$ cat src/rtl/jk_mod_counter.sv
// Up/down modulo-MODULUS counter built from per-bit JK flip-flop stages.
// Define JK_CNT_SAT_EN to saturate at the count limits instead of wrapping.
module jk_mod_counter #(
  parameter int WIDTH   = 4,
  parameter int MODULUS = 16
) (
  input  logic             CLK,
  input  logic             RST_N,
  input  logic             EN,
  input  logic             UP,
  input  logic             LOAD,
  input  logic [WIDTH-1:0] D,
  output logic [WIDTH-1:0] Q,
  output logic             TC,
  output logic             WRAP
);

  localparam logic [WIDTH-1:0] MAX_COUNT = WIDTH'(MODULUS - 1);

  logic [WIDTH-1:0] q_reg;
  logic [WIDTH-1:0] q_next;
  logic [WIDTH-1:0] j;
  logic [WIDTH-1:0] k;
  logic [WIDTH-1:0] target;
  logic [WIDTH-1:0] toggle_up;
  logic [WIDTH-1:0] toggle_dn;
  logic             at_top;
  logic             at_zero;
  logic             at_limit;
  logic             wrap_event;
  logic             wrap_reg;

  assign at_top   = (q_reg == MAX_COUNT);
  assign at_zero  = (q_reg == '0);
  assign at_limit = UP ? at_top : at_zero;

  // Ripple toggle enables: bit i toggles once all lower bits are 1 (up) or 0 (down)
  always_comb begin
    logic carry_up;
    logic carry_dn;
    carry_up  = EN;
    carry_dn  = EN;
    toggle_up = '0;
    toggle_dn = '0;
    for (int i = 0; i < WIDTH; i++) begin
      toggle_up[i] = carry_up;
      toggle_dn[i] = carry_dn;
      carry_up     = carry_up & q_reg[i];
      carry_dn     = carry_dn & ~q_reg[i];
    end
  end

  always_comb begin
    j          = '0;
    k          = '0;
    target     = '0;
    wrap_event = 1'b0;
    if (LOAD) begin
      target = (D > MAX_COUNT) ? MAX_COUNT : D;
      j      = target;
      k      = ~target;
    end else if (EN) begin
      if (at_limit) begin
`ifdef JK_CNT_SAT_EN
        j = '0;
        k = '0;
`else
        // Forced JK set/reset lands the wrapped value regardless of current bits
        target     = UP ? '0 : MAX_COUNT;
        j          = target;
        k          = ~target;
        wrap_event = 1'b1;
`endif
      end else if (UP) begin
        j = toggle_up;
        k = toggle_up;
      end else begin
        j = toggle_dn;
        k = toggle_dn;
      end
    end
  end

  assign q_next = (j & ~q_reg) | (~k & q_reg);

  always_ff @(posedge CLK) begin
    if (!RST_N) begin
      q_reg    <= '0;
      wrap_reg <= 1'b0;
    end else begin
      q_reg    <= q_next;
      wrap_reg <= wrap_event;
    end
  end

  assign Q    = q_reg;
  assign TC   = EN & ~LOAD & at_limit;
  assign WRAP = wrap_reg;

endmodule

$ cat config.mk
export PLATFORM = sky130hd
export DESIGN_NAME = jk_mod_counter
export DESIGN_NICKNAME = d
export VERILOG_FILES = /design/src/rtl/jk_mod_counter.sv
export SDC_FILE = /design/constraint.sdc
export NUM_CORES = 1
export LEC_CHECK = 0
export BUFFER_PORTS_ARGS = -buffer_cell sky130_fd_sc_hd__buf_2
export CAP_MARGIN = 20
export CORE_AREA = 2 2 39 41
export CTS_BUF_LIST = sky130_fd_sc_hd__clkbuf_8
export CTS_CLUSTER_DIAMETER = 200
export DETAILED_ROUTE_END_ITERATION = 7
export DIE_AREA = 0 0 41 43
export SLEW_MARGIN = 10
export SYNTH_ARGS = -nofsm -noshare
export SYNTH_HDL_FRONTEND = slang
export SYNTH_SLANG_ARGS = --single-unit
$ cat constraint.sdc
create_clock -name CLK -period 1.53 [get_ports CLK]
set_clock_uncertainty 0.1 [all_clocks]
set_input_delay 0.2295 -clock CLK [delete_from_list [all_inputs] [get_ports CLK]]
set_output_delay 0.2295 -clock CLK [all_outputs]
set_load 0.02 [all_outputs]
==> flow_summary.yaml <==
placement:
  dpl.hpwl_um: 620
  port_buffers: 14
  gp_congestion: 0.7397
  place_area_um2: 439.2
clocking:
  tritoncts: "done"
  clk-insertion-delay-late_ns: 0.23
  h-tree-depth: 1
  cts-root-buf: "clkbuf_8"
  cts-hold-fix-buffers: 0
  cts_sinks: 5
  cts_made_buffers: 3
  path_clk_slew_ns: 0.04
  cts_buffer_depth: 2
power:
  share_seq_of_total_power_pct: 30.4
  power_uw: 515.6
  ir_drop_v: 0.0002950
  intPower_uw: 372.1
  power_frac_clock_pct: 48.2
  switching_share_pct: 27.83
  power.switching_uw: 143.5
  p_leak_uw: 0.0002341
  combPwrFrac_pct: 21.4
  powerDensity_mw_per_mm2: 983.6
cells_and_area:
  fin_util_pct: 37.88
  fin_area_um2: 524.3
  antenna_cells: 0
  nets: 69
  area.growth.synth_to_final_pct: 60.54
  nFillCells: 152
  drive_gt1_share_pct: 54.24
  final_cell_mix: "13 x buf_2, 7 x buf_4, 4 x nand3_1, 3 x o21ai_0, 3 x clkbuf_8"
  final_common_cell: "buf_2"
route:
  routed_wl_um: 882
  vias: 382
  drt.antenna.violating_nets: 0
  post_drt_wl_per_cell_um: 11.76
  firstDrtPassIters: 4
  drc: 0
  first_iter_violations: 5
  post_drt_via_cell_ratio: 5.093
logic_synthesis:
  yosys_register_bits: 5
  syn_area_per_cell_um2: 8.594
  synth_cell_types: 23
  synth_ff_type: "dfxtp_1"
  syn_nets: 47
  syn_area_um2: 326.6
  seq_area_frac_synth_pct: 30.65
  synthArstFlopShare_pct: 0
  syn_inst: 38
  yosysWarningCount: 0
  synth_edf_count: 0
timing:
  rsz0062_at_grt: "yes"
  finalHoldViolations: 0
  fin_ws_ns: -0.1386
  fin_setup_tns_ns: -0.1386
  fmax_mhz: 599.3
  finalCritPeriodShare_pct: 109.1
  slew_headroom_pct: 83.29
  slew_viol_final: 0
  finalSetupViolations: 1
  tightest_slew_ns: 0.2473
  fin_crit_ns: 1.669
critical_path:
  arrival_ns: 1.34
  cp_max_fo: 5
  required_ns: 1.20
  end_kind: "primary output"
  critPathLaunchType: "flop"
  worstSetupPathType: "flop to primary output"
outcome:
  failed_checks: "negative setup slack"
  outcome: "complete, but fails checks"
global_route:
  grt_pass1_vias: 355
  track_usage_pct: 12.44
  grt_antenna_before_repair: 0
  grt_overflow: 0
  grt_max_degree: 13
  grt_pass1_wl_mm: 1.414
floorplanning:
  fp.dieH_um: 43
  placeableCoreArea_mm2: 0.001384
  io_pins: 15
  die_area_mm2: 0.001763
  die_w_um: 41
  rows: 14
  start_util_pct: 23.60
min_path:
  worstHoldPathType: "input port to flop"
run:
  drv_cap: 0
[critical path: stages (launching register included)]
cell     delay (ns)
dfxtp_2        0.34
nor4_4         0.28
mux2i_2        0.13
nor3b_2        0.20
buf_4          0.16
[routing by layer]
metal  wire length [um]  share of wire (%)  vias up  GRT usage (%)
met1                411                 47      182          15.06
met4                 33                3.7        0          12.00
li1                   -                  -      187              -
met3                 31                3.5        4          3.141
met5                  0                  0        -              0
met2                406                 46        9          16.56
[per-stage QoR]
| stage | setup WS [ns] | hold WS, ns | cells |
|---|---|---|---|
| after detailed placement | -0.01496 | 0.3750 | 68 |
| final | -0.1386 | 0.1416 | 75 |
| after global routing | -0.2189 | 0.1643 | 75 |
| after global placement | -0.01065 | 0.3754 | 68 |
| after floorplan | 0.04770 | 0.2801 | 38 |
| after CTS | -0.1256 | 0.1404 | 74 |
[registers in the layout (all words and copies together), names as in the netlist]
register	flops
Q	4
WRAP	1
[final cells by class]
class | instances | area [um^2] | area share, %
clock buffer | 3 | 41.29 | 7.876
inverter | 1 | 3.754 | 0.7160
sequential | 5 | 106.4 | 20.29
tap | 16 | 20.02 | 3.819
timing repair buffer | 20 | 117.6 | 22.43
multi-input combinational | 29 | 231.5 | 44.15
clock inverter | 1 | 3.754 | 0.7160
[timing repair]
action | 4_1_cts | 5_1_grt
resized for setup | 3 | 1
pin swaps | 2 | 3
buffers inserted | 2 | 1
setup endpoints to repair | 1 | 2
[logic make-up after synthesis]
kind of cell	share of synthesized area, %
compound gates	13.02
xor+xnor	5.365
simple gates	42.14
mux	3.065
buf+inv	5.745
flops	30.65
[synth_stat cells (2+ instances only)]
cell | instances | area [um^2]
a21o_1 | 2 | 15.01
xnor2_1 | 2 | 17.52
nand3b_1 | 2 | 15.01
nand3_1 | 4 | 20.02
nor4bb_1 | 2 | 20.02
a31oi_1 | 2 | 12.51
dfxtp_1 | 5 | 100.1
o21ai_0 | 3 | 15.01
nand4_1 | 2 | 12.51
[worst paths after layout]
path,startpoint,end,slack (ns),cells past startpoint
setup / recovery,Q[2],TC,-0.14,4
hold / removal,D[3],Q[3],0.14,3
setup reg to reg,Q[1],Q[2],0.05,4
hold reg to reg,Q[2],Q[2],0.44,2
[power groups by stage]
stage	clock network, uW	logic, uW	registers [uW]
after floorplan	0	46.5	169
after global placement	0	91.0	158
after detailed placement	0	92.2	159
after CTS	254	105	156
after global routing	261	120	158
final	249	110	157
(Power assumes the default switching activity.)
